## config.mk

```make
export PLATFORM = sky130hd
export DESIGN_NAME = vec_check_ctrl
export DESIGN_NICKNAME = d
export VERILOG_FILES = /design/src/rtl/vec_check_pkg.sv /design/src/rtl/vec_check_ctrl_fail_tracker.sv /design/src/rtl/vec_check_ctrl.sv
export SDC_FILE = /design/constraint.sdc
export NUM_CORES = 1
export LEC_CHECK = 0
export BUFFER_PORTS_ARGS = -buffer_cell sky130_fd_sc_hd__buf_4
export CAP_MARGIN = 20
export CORE_ASPECT_RATIO = 0.5
export CORE_MARGIN = 1.5
export CORE_UTILIZATION = 49
export DETAILED_ROUTE_END_ITERATION = 16
export GPL_TIMING_DRIVEN = 0
export PLACE_DENSITY = 0.87
export SLEW_MARGIN = 20
export SYNTH_ARGS = -nofsm -noshare
export SYNTH_HDL_FRONTEND = slang
export SYNTH_SLANG_ARGS = --single-unit
```

## constraint.sdc

```tcl
create_clock -name clk -period 3.73 [get_ports clk]
set_input_delay 0.373 -clock clk [delete_from_list [all_inputs] [get_ports clk]]
set_output_delay 0.373 -clock clk [all_outputs]
set_load 0.1 [all_outputs]
```

## src/rtl/vec_check_pkg.sv

```systemverilog
`default_nettype none
// ============================================================================
// Module      : vec_check_pkg
// Description : Shared types and default sizes for the vector equivalence
//               checker (sequencer state encoding, datapath widths).
// Revision    : 1.0 - initial release
// ============================================================================
package vec_check_pkg;

    localparam int DEF_IN_W       = 50;
    localparam int DEF_OUT_W      = 30;
    localparam int DEF_DEPTH      = 1024;
    localparam int DEF_SETTLE_CYC = 1;

    // Sequencer states; one vector walks FETCH -> LOAD -> SETTLE -> CHECK.
    typedef enum logic [2:0] {
        ST_IDLE   = 3'd0,
        ST_FETCH  = 3'd1,
        ST_LOAD   = 3'd2,
        ST_SETTLE = 3'd3,
        ST_CHECK  = 3'd4,
        ST_DONE   = 3'd5
    } state_t;

endpackage
`default_nettype wire

```

## src/rtl/vec_check_ctrl_fail_tracker.sv

```systemverilog
`default_nettype none
// ============================================================================
// Module      : fail_tracker
// Description : Mismatch statistics for the equivalence run: saturating
//               mismatch counter plus capture of the first failing vector.
// Revision    : 1.0 - initial release
// ============================================================================
module fail_tracker
    import vec_check_pkg::*;
#(
    parameter int OUT_W  = DEF_OUT_W,
    parameter int ADDR_W = $clog2(DEF_DEPTH)
) (
    input  logic              clk,
    input  logic              rst,
    input  logic              clr,
    input  logic              chk_en,
    input  logic [ADDR_W-1:0] idx,
    input  logic [OUT_W-1:0]  ref_out,
    input  logic [OUT_W-1:0]  opt_out,
    output logic [ADDR_W:0]   mismatch_cnt,
    output logic              any_fail,
    output logic [ADDR_W-1:0] first_fail_idx,
    output logic [OUT_W-1:0]  first_fail_diff
);

    localparam logic [ADDR_W:0] CNT_MAX = '1;
    localparam logic [ADDR_W:0] CNT_ONE = (ADDR_W+1)'(1);

    logic [OUT_W-1:0] diff;
    logic             miss;

    assign diff = ref_out ^ opt_out;
    assign miss = chk_en && (diff != '0);

    // Count mismatches (saturating) and latch the first one of the run.
    always_ff @(posedge clk) begin
        if (rst || clr) begin
            mismatch_cnt    <= '0;
            any_fail        <= 1'b0;
            first_fail_idx  <= '0;
            first_fail_diff <= '0;
        end else if (miss) begin
            if (mismatch_cnt != CNT_MAX) begin
                mismatch_cnt <= mismatch_cnt + CNT_ONE;
            end
            if (!any_fail) begin
                first_fail_idx  <= idx;
                first_fail_diff <= diff;
            end
            any_fail <= 1'b1;
        end
    end

endmodule
`default_nettype wire

```

## src/rtl/vec_check_ctrl.sv

```systemverilog
`default_nettype none
// ============================================================================
// Module      : vec_check_ctrl
// Description : Self-timed sequencer that streams test vectors from memory
//               into two dut instances, compares their outputs, writes the
//               optimized output back and keeps mismatch statistics.
// Revision    : 1.0 - initial release
// ============================================================================
module vec_check_ctrl
    import vec_check_pkg::*;
#(
    parameter int IN_W       = DEF_IN_W,
    parameter int OUT_W      = DEF_OUT_W,
    parameter int DEPTH      = DEF_DEPTH,
    parameter int ADDR_W     = $clog2(DEPTH),
    parameter int SETTLE_CYC = DEF_SETTLE_CYC
) (
    input  logic              clk,
    input  logic              rst,
    input  logic              start,
    input  logic              abort,
    input  logic [ADDR_W:0]   num_vec,
    output logic              mem_rd_en,
    output logic [ADDR_W-1:0] mem_addr,
    input  logic [IN_W-1:0]   mem_rdata,
    output logic [IN_W-1:0]   dut_in,
    input  logic [OUT_W-1:0]  ref_out,
    input  logic [OUT_W-1:0]  opt_out,
    output logic              res_wr_en,
    output logic [OUT_W-1:0]  res_wdata,
    output logic              busy,
    output logic              done,
    output logic [ADDR_W:0]   mismatch_cnt,
    output logic              any_fail,
    output logic [ADDR_W-1:0] first_fail_idx,
    output logic [OUT_W-1:0]  first_fail_diff
);

    localparam int               SET_W     = (SETTLE_CYC > 1) ? $clog2(SETTLE_CYC) : 1;
    localparam logic [SET_W-1:0] SET_LOAD  = SET_W'(SETTLE_CYC - 1);
    localparam logic [SET_W-1:0] SET_ONE   = SET_W'(1);
    localparam logic [ADDR_W:0]  DEPTH_CNT = (ADDR_W+1)'(DEPTH);
    localparam logic [ADDR_W:0]  LEN_ONE   = (ADDR_W+1)'(1);
    localparam logic [ADDR_W-1:0] IDX_ONE  = ADDR_W'(1);

    state_t            state;
    logic [ADDR_W-1:0] idx;
    logic [ADDR_W-1:0] idx_next;
    logic [ADDR_W:0]   run_len;
    logic [ADDR_W:0]   num_clamped;
    logic [SET_W-1:0]  settle_cnt;
    logic              last_vec;
    logic              clr;
    logic              chk_en;

    // Requests beyond the memory size run over the whole memory.
    assign num_clamped = (num_vec > DEPTH_CNT) ? DEPTH_CNT : num_vec;
    assign idx_next    = idx + IDX_ONE;
    assign last_vec    = (({1'b0, idx} + LEN_ONE) == run_len);
    assign clr         = (state == ST_IDLE) && start;
    assign chk_en      = (state == ST_CHECK);

    // Sequencer: memory strobes are visible in the cycle of their state;
    // busy/done update when DONE is left so an empty run shows one busy cycle.
    always_ff @(posedge clk) begin
        if (rst) begin
            state      <= ST_IDLE;
            idx        <= '0;
            run_len    <= '0;
            settle_cnt <= '0;
            mem_rd_en  <= 1'b0;
            mem_addr   <= '0;
            dut_in     <= '0;
            res_wr_en  <= 1'b0;
            res_wdata  <= '0;
            busy       <= 1'b0;
            done       <= 1'b0;
        end else begin
            mem_rd_en <= 1'b0;
            res_wr_en <= 1'b0;
            case (state)
                ST_IDLE: begin
                    if (start) begin
                        busy    <= 1'b1;
                        done    <= 1'b0;
                        idx     <= '0;
                        run_len <= num_clamped;
                        if (num_clamped == '0) begin
                            state <= ST_DONE;
                        end else begin
                            state     <= ST_FETCH;
                            mem_rd_en <= 1'b1;
                            mem_addr  <= '0;
                        end
                    end
                end
                ST_FETCH: begin
                    state <= abort ? ST_DONE : ST_LOAD;
                end
                ST_LOAD: begin
                    if (abort) begin
                        state <= ST_DONE;
                    end else begin
                        dut_in     <= mem_rdata;
                        settle_cnt <= SET_LOAD;
                        state      <= ST_SETTLE;
                    end
                end
                ST_SETTLE: begin
                    if (abort) begin
                        state <= ST_DONE;
                    end else if (settle_cnt == '0) begin
                        state     <= ST_CHECK;
                        res_wr_en <= 1'b1;
                        mem_addr  <= idx;
                        res_wdata <= opt_out;
                    end else begin
                        settle_cnt <= settle_cnt - SET_ONE;
                    end
                end
                ST_CHECK: begin
                    if (abort || last_vec) begin
                        state <= ST_DONE;
                    end else begin
                        idx       <= idx_next;
                        mem_addr  <= idx_next;
                        mem_rd_en <= 1'b1;
                        state     <= ST_FETCH;
                    end
                end
                ST_DONE: begin
                    busy  <= 1'b0;
                    done  <= 1'b1;
                    state <= ST_IDLE;
                end
                default: begin
                    state <= ST_IDLE;
                end
            endcase
        end
    end

    fail_tracker #(
        .OUT_W  (OUT_W),
        .ADDR_W (ADDR_W)
    ) u_fail_tracker (
        .clk             (clk),
        .rst             (rst),
        .clr             (clr),
        .chk_en          (chk_en),
        .idx             (idx),
        .ref_out         (ref_out),
        .opt_out         (opt_out),
        .mismatch_cnt    (mismatch_cnt),
        .any_fail        (any_fail),
        .first_fail_idx  (first_fail_idx),
        .first_fail_diff (first_fail_diff)
    );

endmodule
`default_nettype wire

```

==> metrics, run 1 <==
number of top-level pins 271; portion of the post-synthesis area used by sequential elements 0.488; Post-Synthesis Cell Area 6970 sq um; flop and latch count out of synthesis 170; relative max-transition margin 0.400; clock skew after layout 15.8 ps; Mapped Cells 836; number of enable flip-flop cells after synthesis 0; number of routed nets with antenna violations 0; Area after DPL 9230 sq um; post-layout min period 3110 ps; later-pin clock latency in the skew report 420 ps; post-cts gate resize count 0; width of the chip 172 um; reg2reg setup slack 620 ps; largest net degree at the start of global routing 17; Worst path slowest cell dfxtp_1; Setup-failing EPs final 0; fraction of the mapped netlist area in adder cells 0.00359; drc violations 0; CP endpoint kind register; critical path start-end classification reg -> reg; total global routing track utilization 0.285; distinct cell type count of the synthesized netlist 50; Routed WL per cell 16.5 um; multiplexer share of the synthesized area 0.0215; number of buffers created by CTS 17; type of origin of the critical path register; Power per Cell Area 478 nW/um^2; clock buffer depth 2; filler cell count 1042; WP data arrival 3380 ps; cell type with the largest total area after synthesis dfxtp_1; combinational family with the most area after synthesis simple AND/OR/NAND/NOR gates; Worst-path clk slew 70 ps; count of warnings emitted by yosys 0; synthesis-to-finish area growth 41.1%; accumulated negative setup slack 0 ps; Core Area 13700 sq um; full die area 15000 sq um; FMAX 0.321 GHz; share of cells above drive strength 1 0.282; maxcap violations 0; Synth Area in Compound Gates 0.176; Worst Hold Class in -> reg; Req. time, crit path 4000 ps; area share of the leading cell type in the synthesized netlist 0.488; final non-filler cell area 9840 sq um; final number of hold-violating endpoints 0; # H-tree levels 4; Worst Path Max Fanout 10; biggest cell delay along the critical path 470 ps; simple-gate portion of the synthesized area 0.207; sum of net half-perimeters after detailed placement 16700 um; buffering stage count on the worst path with inverters included 2; syn nets 963; top_reg_cell synth dfxtp_1; root buffer cell clkbuf_16; family with the most delay on the worst path compound AO/OA/AOI/OAI gates; Net count, final 1251; commonest cells after routing, fill and taps aside buf_4, nand2_1, dfxtp_1, a21oi_1, nor2_1; antenna violations before repair 0; post-synthesis average cell area 8.34 sq um; ANT cells 0; first-pass GRT wire length 33100 um; Avg Vias per Cell 5.45; number of clock sinks 170; vias after detailed routing 7236; library cell appearing most often on the critical path buf_6; proportion of synthesized flip-flops having asynchronous set or reset 0; critical path cell sequence ha_1, nand3_1, or2_2, o41ai_1, o2111ai_2, o31a_1, buf_6, buf_6, nor2_1, a211oi_2; die height 87.3 um; static power due to leakage 3.91 nW; setup repair after global routing missed its margin false; number of hold buffers added after CTS 0; gp weighted congestion 0.921; post-detailed-routing wire length 21900 um; fraction of synthesized cell area in xor and xnor cells 0.0628; Site Rows 30; initial DRC count 605; setup fix buffers added after clock tree synthesis 0; fraction of the cycle the final worst path needs 0.834; number of search-and-repair iterations in the first detailed-routing pass 6; fraction of the core area covered by cells at the end of the flow 0.718; cell types occupying the most area after synthesis dfxtp_1, nand2_1, a21oi_1; CTS tree yes; number of max-slew violations in the final report 0; starting density of the core 0.509; leading cell type in the layout, fill and taps excluded buf_4; actual slew at the worst max-slew pin 899 ps; Max rail drop VDD 0.319 mV; via count of the first global-routing pass 6573; Port Buffer Count 269; global route total overflow 0; status complete, no violations
==> state kept, by name, summed over array words and instances, names as in the netlist <==
name / cells
mem_addr: 10
run_len: 11
res_wr_en: 1
u_fail_tracker.first_fail_idx: 10
u_fail_tracker.any_fail: 1
u_fail_tracker.mismatch_cnt: 11
dut_in: 50
mem_rd_en: 1
u_fail_tracker.first_fail_diff: 30
busy: 1
res_wdata: 30
done: 1
state: 3
idx: 10
==> power breakdown <==
group	switching, W	total, W	internal, W
registers	0.0000409	0.00192	0.00188
clock network	0.000774	0.00184	0.00107
logic	0.000669	0.000947	0.000278
total	0.00148	0.00470	0.00322
==> kinds of logic after synthesis <==
kind of cell / Yosys count
xor+xnor: 50
flops: 170
buf+inv: 69
mux: 15
fa+ha+maj: 2
simple gates: 332
compound gates: 198
==> path summary, 6_finish.rpt <==
kind,from,endpoint,depth (start not counted)
max reg2reg,idx[1],mem_addr[0],10
max,idx[1],mem_addr[0],10
min,num_vec[2],run_len[2],3
min reg2reg,dut_in[8],dut_in[8],2
==> metrics by stage <==
step                      power (W)  cells  worst slack [ps]  hold WS (ps)
after CTS                   0.00470   1328               659           161
after detailed placement    0.00289   1297               694           448
after global placement      0.00287   1297               745           443
after floorplan             0.00259    836              1080           444
final                       0.00470   1328               618           162
after global routing        0.00485   1328               414           167
==> cells in the mapped netlist, types with 2 or more instances <==
master,number
buf_1,2
buf_6,2
o311a_1,4
nand2_1,176
and3_1,5
xnor2_1,41
or3_1,6
a211oi_2,3
mux2i_1,15
and2_1,3
buf_4,2
nor3_1,11
or4_1,5
nor4_1,5
xor2_1,9
dfxtp_1,170
ha_1,2
inv_1,10
o21bai_1,2
o41ai_1,2
nand3b_1,3
nand2b_1,4
o31ai_1,6
a21oi_1,97
buf_2,4
clkbuf_1,49
nand4_1,15
o221ai_1,2
nor2_1,77
or2_2,5
a22o_1,8
o21ai_0,31
nand3_1,7
nor2b_1,5
a21o_1,3
a211oi_1,31
==> worst min-delay path, stage by stage <==
cell and delay [ps]:
buf_4 80, nand2_1 40, o21ai_0 50
==> layout make-up <==
class,instances,area (sq um),share of cell area
clock buffers,17,425,0.0432
inverters,10,37.5,0.00381
flip-flops and latches,170,3400,0.346
multi-input cells,597,3280,0.334
plain buffers,59,249,0.0253
well taps,192,240,0.0244
clock inverters,14,183,0.0186
repair buffers,269,2020,0.205
==> per-layer routing <==
layer,up-vias,GRT usage,wire (um)
met5,-,0,0
met4,0,0.110,566
met3,59,0.0727,1840
met2,358,0.485,10600
met1,3377,0.350,8840
li1,3442,-,-
Power figures use the tool's default switching activity.
==> run 2, diff against run 1 <==
==> constraint.sdc (replaced) <==
create_clock -name clk -period 2.9 [get_ports clk]
set_input_delay 0.29 -clock clk [delete_from_list [all_inputs] [get_ports clk]]
set_output_delay 0.29 -clock clk [all_outputs]
set_load 0.1 [all_outputs]
==> metrics, run 2 (synthesized netlist as in run 1, its figures left out) <==
critical path cell sequence buf_4, xnor2_1, or4b_1, a222oi_1, o2111ai_4, o31a_1, buf_6, buf_6, nor2_1, a211oi_2 (was ha_1, nand3_1, or2_2, o41ai_1, o2111ai_2, o31a_1, buf_6, buf_6, nor2_1, a211oi_2); number of routed nets with antenna violations 0 (unchanged); via count of the first global-routing pass 6578 (was 6573); # H-tree levels 4 (unchanged); Largest register FFs 50 (unchanged); Port Buffer Count 269 (unchanged); number of top-level pins 271 (unchanged); Routed WL per cell 16.7 um (was 16.5 um); number of buffers created by CTS 17 (unchanged); commonest cells after routing, fill and taps aside buf_4, nand2_1, dfxtp_1, a21oi_1, nor2_1 (unchanged); FMAX 0.349 GHz (was 0.321 GHz); post-detailed-routing wire length 22100 um (was 21900 um); Setup-failing EPs final 0 (unchanged); area of all sequential standard cells 3400 sq um (about the same); buffering stage count on the worst path with inverters included 3 (was 2); Net count, final 1250 (was 1251); Worst Path Max Fanout 10 (unchanged); area of the multi-input gates 3370 sq um (was 3280 sq um); actual slew at the worst max-slew pin 894 ps (was 899 ps); CTS tree yes (unchanged); status complete, no violations (unchanged); Core Area 13700 sq um (unchanged); Max rail drop VDD 0.411 mV (was 0.319 mV); antenna violations before repair 0 (unchanged); leading cell type in the layout, fill and taps excluded buf_4 (unchanged); starting density of the core 0.509 (unchanged); static power due to leakage 3.91 nW (about the same); type of origin of the critical path register (unchanged); Area after DPL 9230 sq um (unchanged); vias after detailed routing 7233 (was 7236); Top Registers dut_in (50), res_wdata (30), u_fail_tracker.first_fail_diff (30) (unchanged); width of the chip 172 um (unchanged); Req. time, crit path 3170 ps (was 4000 ps); CP endpoint kind register (unchanged); Power per Cell Area 611 nW/um^2 (was 478 nW/um^2); synthesis-to-finish area growth 42.5% (was 41.1%); total global routing track utilization 0.286 (was 0.285); biggest cell delay along the critical path 510 ps (was 470 ps); Avg Vias per Cell 5.45 (about the same); number of max-slew violations in the final report 0 (unchanged); Site Rows 30 (unchanged); first-pass GRT wire length 33100 um (about the same); gp weighted congestion 0.921 (unchanged); global route total overflow 0 (unchanged); sum of net half-perimeters after detailed placement 16700 um (unchanged); clock skew after layout 14.1 ps (was 15.8 ps); Worst-path clk slew 60 ps (was 70 ps); accumulated negative setup slack 0 ps (unchanged); critical path start-end classification reg -> reg (unchanged); initial DRC count 647 (was 605); final number of hold-violating endpoints 0 (unchanged); number of search-and-repair iterations in the first detailed-routing pass 7 (was 6); filler cell count 1020 (was 1042); root buffer cell clkbuf_16 (unchanged); WP data arrival 3140 ps (was 3380 ps); family with the most delay on the worst path compound AO/OA/AOI/OAI gates (unchanged); number of clock sinks 170 (unchanged); number of hold buffers added after CTS 0 (unchanged); library cell appearing most often on the critical path buf_6 (unchanged); full die area 15000 sq um (unchanged); relative max-transition margin 0.403 (was 0.400); clock buffer depth 2 (unchanged); later-pin clock latency in the skew report 430 ps (was 420 ps); Worst Hold Class in -> reg (unchanged); maxcap violations 0 (unchanged); post-layout min period 2870 ps (was 3110 ps); ANT cells 0 (unchanged); drc violations 0 (unchanged); Worst path slowest cell or4b_1 (was dfxtp_1); largest net degree at the start of global routing 17 (unchanged); share of cells above drive strength 1 0.287 (was 0.282); die height 87.3 um (unchanged); Biggest register dut_in (unchanged); fraction of the cycle the final worst path needs 0.988 (was 0.834); final non-filler cell area 9930 sq um (was 9840 sq um)
## run 2: timing repair
action                     in CTS  in global routing
buffers inserted                0                  1
setup endpoints to repair      17                 53
pin swaps                       1                  3
gates resized for setup         5                  9
## run 2: path summary, 6_finish.rpt
kind            endpoint  startpoint  depth (start not counted)  slack, ps
min           run_len[2]  num_vec[2]                          3         80
max          mem_addr[0]      idx[4]                         10         30
max reg2reg  mem_addr[0]      idx[4]                         10         30
min reg2reg   dut_in[15]  dut_in[15]                          2        460
## run 2: layer usage
metal / vias up / global-route usage / share of wire
met1: 3378 / 0.350 / 0.40
met3: 63 / 0.0731 / 0.089
met5: - / 0 / 0
met2: 359 / 0.487 / 0.49
met4: 0 / 0.110 / 0.027
li1: 3433 / - / -
## run 2: area by class of cell
cell class,count,share of cell area
well taps,192,0.0242
flip-flops and latches,170,0.343
plain buffers,57,0.0248
repair buffers,270,0.204
multi-input cells,597,0.339
clock inverters,14,0.0184
clock buffers,17,0.0428
inverters,10,0.00378
## run 2: stage by stage
step / utilization / hold slack [ps] / power [W] / setup WS [ps] / std cells
final: 0.725 / 78.0 / 0.00607 / 33.5 / 1327
after global routing: 0.725 / 84.4 / 0.00625 / -5.01 / 1327
after CTS: 0.720 / 78.5 / 0.00605 / 9.54 / 1328
after detailed placement: 0.674 / 448 / 0.00372 / -136 / 1297
after global placement: 0.674 / 443 / 0.00370 / -85.3 / 1297
after floorplan: - / 399 / 0.00334 / 246 / 836
## run 2: worst register-to-register path: stages (launching register included)
cell	delay (ps)
dfxtp_1	300
buf_4	160
xnor2_1	150
or4b_1	510
a222oi_1	510
o2111ai_4	280
o31a_1	320
buf_6	150
buf_6	150
nor2_1	140
a211oi_2	60
## run 2: power breakdown
part,switching [W],internal (W)
registers,0.0000546,0.00241
clock network,0.000996,0.00137
logic,0.000872,0.000365
==> run 3, diff against run 2 <==
--- a/config.mk
+++ b/config.mk
@@ -5,14 +5,15 @@
 export SDC_FILE = /design/constraint.sdc
 export NUM_CORES = 1
 export LEC_CHECK = 0
+export ABC_AREA = 1
 export BUFFER_PORTS_ARGS = -buffer_cell sky130_fd_sc_hd__buf_4
 export CAP_MARGIN = 20
-export CORE_ASPECT_RATIO = 0.5
+export CORE_ASPECT_RATIO = 1.1
 export CORE_MARGIN = 1.5
-export CORE_UTILIZATION = 49
+export CORE_UTILIZATION = 50
 export DETAILED_ROUTE_END_ITERATION = 16
 export GPL_TIMING_DRIVEN = 0
-export PLACE_DENSITY = 0.87
+export PLACE_DENSITY = 0.88
 export SLEW_MARGIN = 20
 export SYNTH_ARGS = -nofsm -noshare
 export SYNTH_HDL_FRONTEND = slang
==> metrics, run 3 <==
status complete, no violations (unchanged); total global routing track utilization 0.306 (was 0.286); Worst Hold Path Cells 3 (unchanged); post-detailed-routing wire length 24600 um (was 22100 um); post-synthesis average cell area 7.33 sq um (was 8.34 sq um); area share of the leading cell type in the synthesized netlist 0.456 (was 0.488); top_reg_cell synth dfxtp_1 (unchanged); actual slew at the worst max-slew pin 606 ps (was 894 ps); critical path cell sequence nor2_1, inv_1, nor2_1, inv_1, nor2_1, inv_1, nand2_1, clkbuf_1, o21ai_0 (was buf_4, xnor2_1, or4b_1, a222oi_1, o2111ai_4, o31a_1, buf_6, buf_6, nor2_1, a211oi_2); number of max-slew violations in the final report 0 (unchanged); WP data arrival 2600 ps (was 3140 ps); drc violations 0 (unchanged); maxcap violations 0 (unchanged); Site Rows 46 (was 30); cell types occupying the most area after synthesis dfxtp_1, nor2_1, nand2_1 (was dfxtp_1, nand2_1, a21oi_1); relative contribution of combinational cells to total power 0.206 (was 0.204); Core Area 14500 sq um (was 13700 sq um); reg2reg start state[0] (was idx[4]); count leader, synth nor2_1 (was nand2_1); initial DRC count 791 (was 647); worst slack, placed 690 ps (was -136 ps); Port Buffer Count 270 (was 269); critical path start-end classification reg -> reg (unchanged); synthesis-to-finish area growth 37.9% (was 42.5%); proportion of synthesized flip-flops having asynchronous set or reset 0 (unchanged); largest net degree at the start of global routing 17 (unchanged); clock skew after layout 17.7 ps (was 14.1 ps); first-pass GRT wire length 38300 um (was 33100 um); later-pin clock latency in the skew report 440 ps (was 430 ps); Biggest register dut_in (unchanged); Worst Path Max Fanout 10 (unchanged); area of all sequential standard cells 3400 sq um (about the same); # H-tree levels 4 (unchanged); net load switching power 0.00197 W (was 0.00192 W); Req. time, crit path 3180 ps (was 3170 ps); Max rail drop VDD 0.409 mV (was 0.411 mV); commonest cells after routing, fill and taps aside buf_4, nor2_1, dfxtp_1, nand2_1, o21ai_0 (was buf_4, nand2_1, dfxtp_1, a21oi_1, nor2_1); number of clock sinks 170 (unchanged); final non-filler cell area 10300 sq um (was 9930 sq um); worst reg2reg endpoint run_len[9] (was mem_addr[0]); full die area 15700 sq um (was 15000 sq um); Worst-path clk slew 70 ps (was 60 ps); share of power burned in registers 0.419 (was 0.406); Routed WL per cell 16.2 um (was 16.7 um); launch point of the worst hold path mem_rdata[49] (was num_vec[2]); Largest register FFs 50 (unchanged); gp weighted congestion 0.999 (was 0.921); share of cells above drive strength 1 0.266 (was 0.287); Setup-failing EPs final 0 (unchanged); Top Registers dut_in (50), res_wdata (30), u_fail_tracker.first_fail_diff (30) (unchanged); Power per Cell Area 577 nW/um^2 (was 611 nW/um^2); number of enable flip-flop cells after synthesis 0 (unchanged); final number of hold-violating endpoints 0 (unchanged); Avg Vias per Cell 5.39 (was 5.45); number of search-and-repair iterations in the first detailed-routing pass 6 (was 7); count of warnings emitted by yosys 0 (unchanged); Clk pwr share 0.375 (was 0.390); via count of the first global-routing pass 7819 (was 6578); distinct cell type count of the synthesized netlist 35 (was 50); width of the chip 120 um (was 172 um); FMAX 0.432 GHz (was 0.349 GHz); fraction of the core area covered by cells at the end of the flow 0.710 (was 0.725); flop and latch count out of synthesis 170 (unchanged); type of origin of the critical path register (unchanged); setup fix buffers added after clock tree synthesis 0 (unchanged); ANT cells 0 (unchanged); reg2reg setup slack 590 ps (was 30 ps); final critical-path setup slack 587 ps (was 33.5 ps); die height 131 um (was 87.3 um); syn nets 1146 (was 963); Mapped Cells 1019 (was 836); accumulated negative setup slack 0 ps (unchanged); post-cts gate resize count 0 (was 5); setup repair after global routing missed its margin false; antenna violations before repair 0 (unchanged); post-layout min period 2310 ps (was 2870 ps); clock buffer depth 2 (unchanged); number of routed nets with antenna violations 0 (unchanged); switching share of power 0.332 (was 0.317); leading cell type in the layout, fill and taps excluded buf_4 (unchanged); cell type with the largest total area after synthesis dfxtp_1 (unchanged); CTS tree yes (unchanged); number of hold buffers added after CTS 0 (unchanged); Area after DPL 9740 sq um (was 9230 sq um); root buffer cell clkbuf_16 (unchanged); global route total overflow 0 (unchanged); number of top-level pins 271 (unchanged); Net count, final 1435 (was 1250); area of the multi-input gates 3520 sq um (was 3370 sq um); commonest cells in the netlist nor2_1, dfxtp_1, nand2_1 (was nand2_1, dfxtp_1, a21oi_1); static power due to leakage 4.77 nW (was 3.91 nW); filler cell count 1187 (was 1020); Worst path slowest cell clkbuf_1 (was or4b_1); Post-Synthesis Cell Area 7470 sq um (was 6970 sq um); vias after detailed routing 8158 (was 7233); starting density of the core 0.515 (was 0.509); number of buffers created by CTS 17 (unchanged); Int Power 0.00397 W (was 0.00415 W); sum of net half-perimeters after detailed placement 18700 um (was 16700 um); CP endpoint kind register (unchanged); hold worst-path end dut_in[49] (was run_len[2]); relative max-transition margin 0.596 (was 0.403); number of cells on the worst reg-to-reg path 9 (was 10); fraction of the cycle the final worst path needs 0.798 (was 0.988); portion of the post-synthesis area used by sequential elements 0.456 (was 0.488); biggest cell delay along the critical path 410 ps (was 510 ps); Worst Hold Class in -> reg (unchanged)
## run 3: layout make-up
cell class                 count  share of cell area
multi-input combinational    712               0.341
sequential                   170               0.330
timing repair buffer         270               0.197
clock buffer                  17              0.0413
inverter                      76              0.0277
buffer                        61              0.0256
tap                          192              0.0233
clock inverter                15              0.0137
## run 3: logic make-up (layout without fill, tap and decap cells)
group	Yosys count	after routing	synth area share
AND/OR/NAND/NOR	496	496	0.298
AO/OA/AOI/OAI	171	171	0.117
flip-flops	170	170	0.456
buffers and inverters	137	439	0.0735
XOR/XNOR	43	43	0.0523
adder cells (fa/ha/maj)	2	2	0.00335
## run 3: metrics by stage
step | std cells | power (W) | hold slack (ps)
detailed placement | 1481 | 0.00374 | 455
floorplan | 1019 | 0.00336 | 359
CTS | 1513 | 0.00593 | 67.8
global route | 1513 | 0.00612 | 65.3
global placement | 1481 | 0.00372 | 451
finish | 1513 | 0.00594 | 71.4
## run 3: how the worst max path moves through the flow
stage | start | endpoint | slack [ps] | cells after the start
3_3_place_gp | idx[0] | idx[6] | 740 | 15
4_1_cts | state[0] | run_len[9] | 630 | 9
3_5_place_dp | idx[0] | idx[8] | 690 | 15
2_1_floorplan | u_fail_tracker.mismatch_cnt[0] | u_fail_tracker.mismatch_cnt[7] | 540 | 8
6_report | state[0] | run_len[9] | 590 | 9
5_1_grt | state[0] | run_len[9] | 380 | 9
## run 3: power groups by stage
stage               clock [W]  sequential, W  combinational [W]
floorplan                   0        0.00296           0.000403
finish                0.00223        0.00249            0.00122
global route          0.00233        0.00250            0.00129
detailed placement          0        0.00254            0.00120
global placement            0        0.00254            0.00119
CTS                   0.00223        0.00249            0.00121
## run 3: routing by layer
layer  up-vias  GRT usage  part of all wire
met1      3755      0.354              0.38
met4         0      0.159             0.048
met5         -          0                 0
met3        85     0.0829             0.082
li1       3914          -                 -
met2       404      0.513              0.49
## run 3: worst max-delay path, delay by kind of cell (launching register included)
kind | cells | cell delay (ps)
and+or+nand+nor | 4 | 830
DFF | 1 | 350
buffers and inverters | 4 | 810
AOI/OAI and AO/OA | 1 | 170
